[config.mk]
export PLATFORM = sky130hd
export DESIGN_NAME = stream_demux
export DESIGN_NICKNAME = d
export VERILOG_FILES = /design/src/rtl/stream_demux_pkg.sv /design/src/rtl/stream_demux_cnt.sv /design/src/rtl/stream_demux.sv
export SDC_FILE = /design/constraint.sdc
export NUM_CORES = 1
export LEC_CHECK = 0
export ABC_AREA = 1
export CORE_MARGIN = 1.5
export CORE_UTILIZATION = 36
export CTS_BUF_LIST = sky130_fd_sc_hd__clkbuf_4
export DETAILED_ROUTE_END_ITERATION = 6
export PLACE_DENSITY = 0.81
export RECOVER_POWER = 100
export SLEW_MARGIN = 20
export SYNTH_ARGS = -nofsm -noshare
export SYNTH_HDL_FRONTEND = slang
export SYNTH_SLANG_ARGS = --single-unit
[constraint.sdc]
create_clock -name clk -period 1 [get_ports clk]
set_input_delay 0.1 -clock clk [delete_from_list [all_inputs] [get_ports clk]]
set_output_delay 0.1 -clock clk [all_outputs]
set_load 0.02 [all_outputs]
[src/rtl/stream_demux_pkg.sv]
// Shared types and helpers for the stream_demux block.
// The STREAM_DEMUX_CNT_EN build option lives in the top module, not here.
package stream_demux_pkg;

  localparam int MAX_OUT   = 16;
  localparam int MAX_SEL_W = 4;

  typedef enum logic {
    EMPTY = 1'b0,
    FULL  = 1'b1
  } state_e;

  // Select width, never narrower than one bit even for tiny NUM_OUT.
  function automatic int sel_w(input int num_out);
    return (num_out <= 2) ? 1 : $clog2(num_out);
  endfunction

  function automatic logic [MAX_OUT-1:0] onehot(input logic [MAX_SEL_W-1:0] idx);
    return MAX_OUT'(1) << idx;
  endfunction

endpackage

[src/rtl/stream_demux_cnt.sv]
// Wrapping count of completed output transfers.
// Only instantiated when STREAM_DEMUX_CNT_EN is defined.
module stream_demux_cnt #(
  parameter int CNT_W = 16
) (
  input  logic             clk,
  input  logic             rst,
  input  logic             inc_i,
  output logic [CNT_W-1:0] cnt_o
);

  logic [CNT_W-1:0] cnt_q;
  logic [CNT_W-1:0] cnt_d;

  // Plain modular add; wrap to zero falls out of the fixed width.
  assign cnt_d = inc_i ? cnt_q + CNT_W'(1) : cnt_q;

  always_ff @(posedge clk) begin
    if (rst) cnt_q <= '0;
    else     cnt_q <= cnt_d;
  end

  assign cnt_o = cnt_q;

endmodule

[src/rtl/stream_demux.sv]
// Registered 1-to-N stream demultiplexer with a single holding register.
// Build option: define STREAM_DEMUX_CNT_EN to enable the out_cnt transfer counter.
module stream_demux
  import stream_demux_pkg::*;
#(
  parameter  int DATA_W  = 8,
  parameter  int NUM_OUT = 2,
  parameter  int CNT_W   = 16,
  localparam int SEL_W   = sel_w(NUM_OUT)
) (
  input  logic               clk,
  input  logic               rst,
  input  logic [DATA_W-1:0]  in_data,
  input  logic [SEL_W-1:0]   in_sel,
  input  logic               in_valid,
  output logic               in_ready,
  output logic [DATA_W-1:0]  out_data,
  output logic [NUM_OUT-1:0] out_valid,
  input  logic [NUM_OUT-1:0] out_ready,
  output logic               out_err,
  output logic [CNT_W-1:0]   out_cnt
);

  state_e             state_q;
  logic [DATA_W-1:0]  data_q;
  logic [SEL_W-1:0]   sel_q;
  logic [NUM_OUT-1:0] valid_q;
  logic               err_q;

  logic [MAX_SEL_W:0] sel_ext;
  logic               sel_legal;
  logic [NUM_OUT-1:0] valid_d;
  logic               out_fire;
  logic               in_fire;

  // Widened compare so the legality test stays meaningful for every NUM_OUT.
  assign sel_ext   = (MAX_SEL_W+1)'(in_sel);
  assign sel_legal = sel_ext < (MAX_SEL_W+1)'(NUM_OUT);
  assign valid_d   = NUM_OUT'(onehot(MAX_SEL_W'(in_sel)));

  // valid_q is one-hot on sel_q while FULL, so this equals out_ready[sel_q].
  assign out_fire = |(valid_q & out_ready);
  assign in_ready = (state_q == EMPTY) || out_fire;
  assign in_fire  = in_valid && in_ready;

  always_ff @(posedge clk) begin
    // NOTE: state registers use non-blocking assignments so every flop samples
    // pre-edge values regardless of statement order.
    if (rst) begin
      state_q <= EMPTY;
      data_q  <= '0;
      sel_q   <= '0;
      valid_q <= '0;
      err_q   <= 1'b0;
    end else begin
      err_q <= in_fire && !sel_legal;
      unique case (state_q)
        EMPTY: begin
          if (in_fire && sel_legal) begin
            state_q <= FULL;
            data_q  <= in_data;
            sel_q   <= in_sel;
            valid_q <= valid_d;
          end
        end
        FULL: begin
          if (out_fire) begin
            if (in_fire && sel_legal) begin
              data_q  <= in_data;
              sel_q   <= in_sel;
              valid_q <= valid_d;
            end else begin
              state_q <= EMPTY;
              valid_q <= '0;
            end
          end
        end
        default: begin
          state_q <= EMPTY;
          valid_q <= '0;
        end
      endcase
    end
  end

  assign out_data  = data_q;
  assign out_valid = valid_q;
  assign out_err   = err_q;

`ifdef STREAM_DEMUX_CNT_EN
  stream_demux_cnt #(
    .CNT_W (CNT_W)
  ) u_cnt (
    .clk   (clk),
    .rst   (rst),
    .inc_i (out_fire),
    .cnt_o (out_cnt)
  );
`else
  assign out_cnt = '0;
`endif

endmodule
==> results of run 1 <==
-- tightest hold or removal path: cells and delay by family --
kind	cells	cell delay, ps
buf+inv	2	530
compound gates	1	50
-- per-layer routing --
metal | part of all wire | vias up
met5 | 0 | -
met4 | 0.013 | 0
met3 | 0.079 | 2
met2 | 0.49 | 32
met1 | 0.42 | 257
li1 | - | 290
-- layout make-up --
type	instances	share of cell area
Tap cell	16	0.0221
Timing Repair Buffer	32	0.328
Clock buffer	4	0.0332
Multi-Input combinational cell	62	0.357
Sequential cell	11	0.248
Inverter	3	0.0124
-- final timing paths --
kind                               endpoint  slack, ps
setup reg to reg  out_valid[1]$_SDFFE_PP0P_         20
setup / recovery                   in_ready        -20
hold reg to reg    out_data[1]$_SDFFE_PP0P_        490
hold / removal           state_q$_SDFF_PP0_        440
-- Yosys cell counts (all sizes together) --
cell    number  area, µm²
a21oi       11       55.1
buf         21        169
conb         1       3.75
dfxtp       11        220
inv          3       11.3
nand2       12       47.6
nand3        5       30.0
nand3b       8       60.1
nor2         8       30.0
or2          1       6.26
-- registers in the layout (all words and copies together) (netlist names) --
register and flops:
out_data 8, out_valid 2, state_q 1
-- where the power goes --
part           total, µW  switching [µW]  leakage [µW]  internal [µW]
sequential           498            22.9     0.0000921            475
clock                339             157     0.0000184            182
combinational        371             206      0.000321            164
-- stage by stage --
step           TNS, ps  instances  instance area, µm²  utilization  setup slack (ps)
2_1_floorplan        0         97                 696            -              32.2
3_3_place_gp     -3120        124                 847        0.537              -415
3_5_place_dp     -3640        124                 847        0.537              -439
4_1_cts           -376        128                 872        0.553             -59.0
5_1_grt           -435        128                 905        0.574             -55.1
6_report         -21.3        128                 905        0.574             -21.3
-- cells by family (layout without fill, tap and decap cells) --
kind of cell	count (synthesis)	after routing	share of synthesized area
DFF	11	11	0.348
buffers and inverters	24	39	0.285
other	1	17	0.00592
and+or+nand+nor	34	34	0.275
AOI/OAI and AO/OA	11	11	0.0870
-- cell usage in the layout (no fill, tap or decap) --
cell type and n:
sky130_fd_sc_hd__a21oi_1 7, sky130_fd_sc_hd__a21oi_2 4, sky130_fd_sc_hd__buf_4 7, sky130_fd_sc_hd__buf_6 3
sky130_fd_sc_hd__buf_8 1, sky130_fd_sc_hd__clkbuf_2 4, sky130_fd_sc_hd__clkbuf_4 4, sky130_fd_sc_hd__clkdlybuf4s15_2 4
sky130_fd_sc_hd__clkdlybuf4s50_1 13, sky130_fd_sc_hd__conb_1 17, sky130_fd_sc_hd__dfxtp_1 8, sky130_fd_sc_hd__dfxtp_2 3
sky130_fd_sc_hd__inv_1 2, sky130_fd_sc_hd__inv_2 1, sky130_fd_sc_hd__nand2_1 10, sky130_fd_sc_hd__nand2_2 1
sky130_fd_sc_hd__nand2_4 1, sky130_fd_sc_hd__nand3_1 4, sky130_fd_sc_hd__nand3_4 1, sky130_fd_sc_hd__nand3b_1 8
sky130_fd_sc_hd__nor2_1 8, sky130_fd_sc_hd__or2_1 1
==> impl_metrics.xml, run 1 <==
<?xml version="1.0" encoding="UTF-8"?>
<metrics>
  <group name="outcome">
    <metric name="outcome" unit="">finished, violations left</metric>
    <metric name="violations" unit="">negative setup slack</metric>
  </group>
  <group name="drt">
    <metric name="vias_per_cell" unit="">4.54</metric>
    <metric name="route.detailed.wl_per_inst" unit="µm">9.77</metric>
    <metric name="drt_iter0_drc" unit="">5</metric>
    <metric name="vias" unit="">581</metric>
    <metric name="drt_pass1_iterations" unit="">3</metric>
    <metric name="drt.antenna.violating_nets" unit="">0</metric>
    <metric name="drt-total-wl" unit="mm">1.25</metric>
    <metric name="post_detailed_route_drc_marker_count" unit="">0</metric>
  </group>
  <group name="cells_and_area">
    <metric name="drive_gt1_frac" unit="">0.304</metric>
    <metric name="n_antenna_cell" unit="">0</metric>
    <metric name="sequential_cell_area" unit="µm²">224</metric>
    <metric name="syn_to_final_growth" unit="%">42.9</metric>
    <metric name="fillCellCount" unit="">158</metric>
    <metric name="multi_input_comb_area" unit="µm²">323</metric>
    <metric name="nNetsFinal" unit="">127</metric>
  </group>
  <group name="job">
    <metric name="maxCapViolCount" unit="">0</metric>
  </group>
  <group name="worst_setup_path">
    <metric name="critical_path.endpoint_type" unit="">output port</metric>
    <metric name="peak_per_stage_delay_on_the_critical_path" unit="ps">330</metric>
    <metric name="timing.critical_path.slowest_stage_cell" unit="">sky130_fd_sc_hd__dfxtp_2</metric>
    <metric name="critical_path_data_arrival_time" unit="ps">920</metric>
    <metric name="critPathRequiredTime" unit="ps">900</metric>
    <metric name="timing.reg2reg.worst_path_depth" unit="">5</metric>
    <metric name="r2r_start" unit="">out_valid[1]$_SDFFE_PP0P_</metric>
    <metric name="crit_chain" unit="">nand2_2 -&gt; nand3_4 -&gt; buf_6</metric>
    <metric name="cp_max_fo" unit="">2</metric>
    <metric name="crit_path_start" unit="">out_valid[0]$_SDFFE_PP0P_</metric>
    <metric name="crit_buf_inv" unit="">1</metric>
    <metric name="crit_family" unit="">flip-flops</metric>
    <metric name="worst-path-stages" unit="">3</metric>
    <metric name="worstSetupPathType" unit="">reg2out</metric>
    <metric name="critPathLaunchType" unit="">flip-flop</metric>
  </group>
  <group name="clock_tree">
    <metric name="numCtsBuffers" unit="">3</metric>
    <metric name="htree_num_levels" unit="">1</metric>
    <metric name="clk-insertion-delay-late" unit="ps">270</metric>
    <metric name="ctsLongestPathBuffers" unit="">2</metric>
    <metric name="post_cts_buffers" unit="">0</metric>
    <metric name="clk_pin_slew" unit="ps">70</metric>
    <metric name="tritoncts" unit="">done</metric>
    <metric name="cts_hold_buf" unit="">0</metric>
    <metric name="post_cts.resized_instances" unit="">36</metric>
    <metric name="cts_root_buffer" unit="">sky130_fd_sc_hd__clkbuf_4</metric>
    <metric name="clkSinkCount" unit="">11</metric>
  </group>
  <group name="grt">
    <metric name="vias_in_the_first_global_route" unit="">472</metric>
    <metric name="grt.met2_usage" unit="">0.191</metric>
    <metric name="overflow" unit="">0</metric>
    <metric name="gr-usage-all-layers" unit="">0.127</metric>
    <metric name="grt_pass1_wl" unit="mm">1.89</metric>
    <metric name="globalRouteMet1Util" unit="">0.168</metric>
    <metric name="met3_usage" unit="">0.0280</metric>
    <metric name="grt_start_max_net_pins" unit="">20</metric>
    <metric name="top_usage_layer" unit="">met2</metric>
    <metric name="grt_antenna_before_repair" unit="">0</metric>
  </group>
  <group name="synth">
    <metric name="synthDistinctLibCells" unit="">14</metric>
    <metric name="synth_seq_area_share" unit="">0.348</metric>
    <metric name="synthCells" unit="">81</metric>
    <metric name="postSynthRegisterBits" unit="">11</metric>
    <metric name="ys.warnings.count" unit="">0</metric>
    <metric name="synth_area_per_cell" unit="µm²">7.82</metric>
    <metric name="netlist_area" unit="µm²">633</metric>
  </group>
  <group name="die">
    <metric name="design.core.area" unit="µm²">1580</metric>
    <metric name="chipWidth" unit="µm">44.9</metric>
    <metric name="design.die.area" unit="µm²">2020</metric>
    <metric name="initial_utilization" unit="">0.402</metric>
    <metric name="design.portCount" unit="">42</metric>
    <metric name="num_rows" unit="">14</metric>
    <metric name="die_h" unit="µm">44.9</metric>
  </group>
  <group name="place">
    <metric name="buffer_ports.inserted" unit="">24</metric>
    <metric name="dp.final_hpwl" unit="µm">926</metric>
    <metric name="gp_congestion" unit="">0.771</metric>
  </group>
  <group name="hold_path">
    <metric name="worst_hold_path.num_cells" unit="">3</metric>
    <metric name="worstHoldPathType" unit="">in2reg</metric>
    <metric name="hold_path.startpoint" unit="">in_valid</metric>
  </group>
  <group name="sta">
    <metric name="report.final.setup_viol" unit="">1</metric>
    <metric name="finalCritPeriodShare" unit="">1.02</metric>
    <metric name="grt_setup_unrepaired" unit="">true</metric>
    <metric name="final_hold_vios" unit="">0</metric>
    <metric name="final_critical_delay_including_setup_and_external_delays" unit="ps">1020</metric>
    <metric name="finalWorstSetupSlack" unit="ps">-21.3</metric>
    <metric name="finalMaxSlewViolations" unit="">0</metric>
    <metric name="max_clock_freq" unit="MHz">979</metric>
    <metric name="hold_slack" unit="ps">442</metric>
    <metric name="fin_worst_skew" unit="ps">0.823</metric>
  </group>
  <group name="power">
    <metric name="irDropWorstVdd" unit="V">0.000852</metric>
    <metric name="fin_total_pwr" unit="µW">1210</metric>
    <metric name="p_per_area" unit="nW/µm²">1330</metric>
    <metric name="cellLeakagePower" unit="µW">0.000431</metric>
  </group>
</metrics>
(Power assumes the default switching activity.)
==> run 2, diff against run 1 <==
Settings changed: GPL_ROUTABILITY_DRIVEN set to 0.
==> results of run 2 <==
No change in the layout: final DEF, timing and power equal those of run 1.
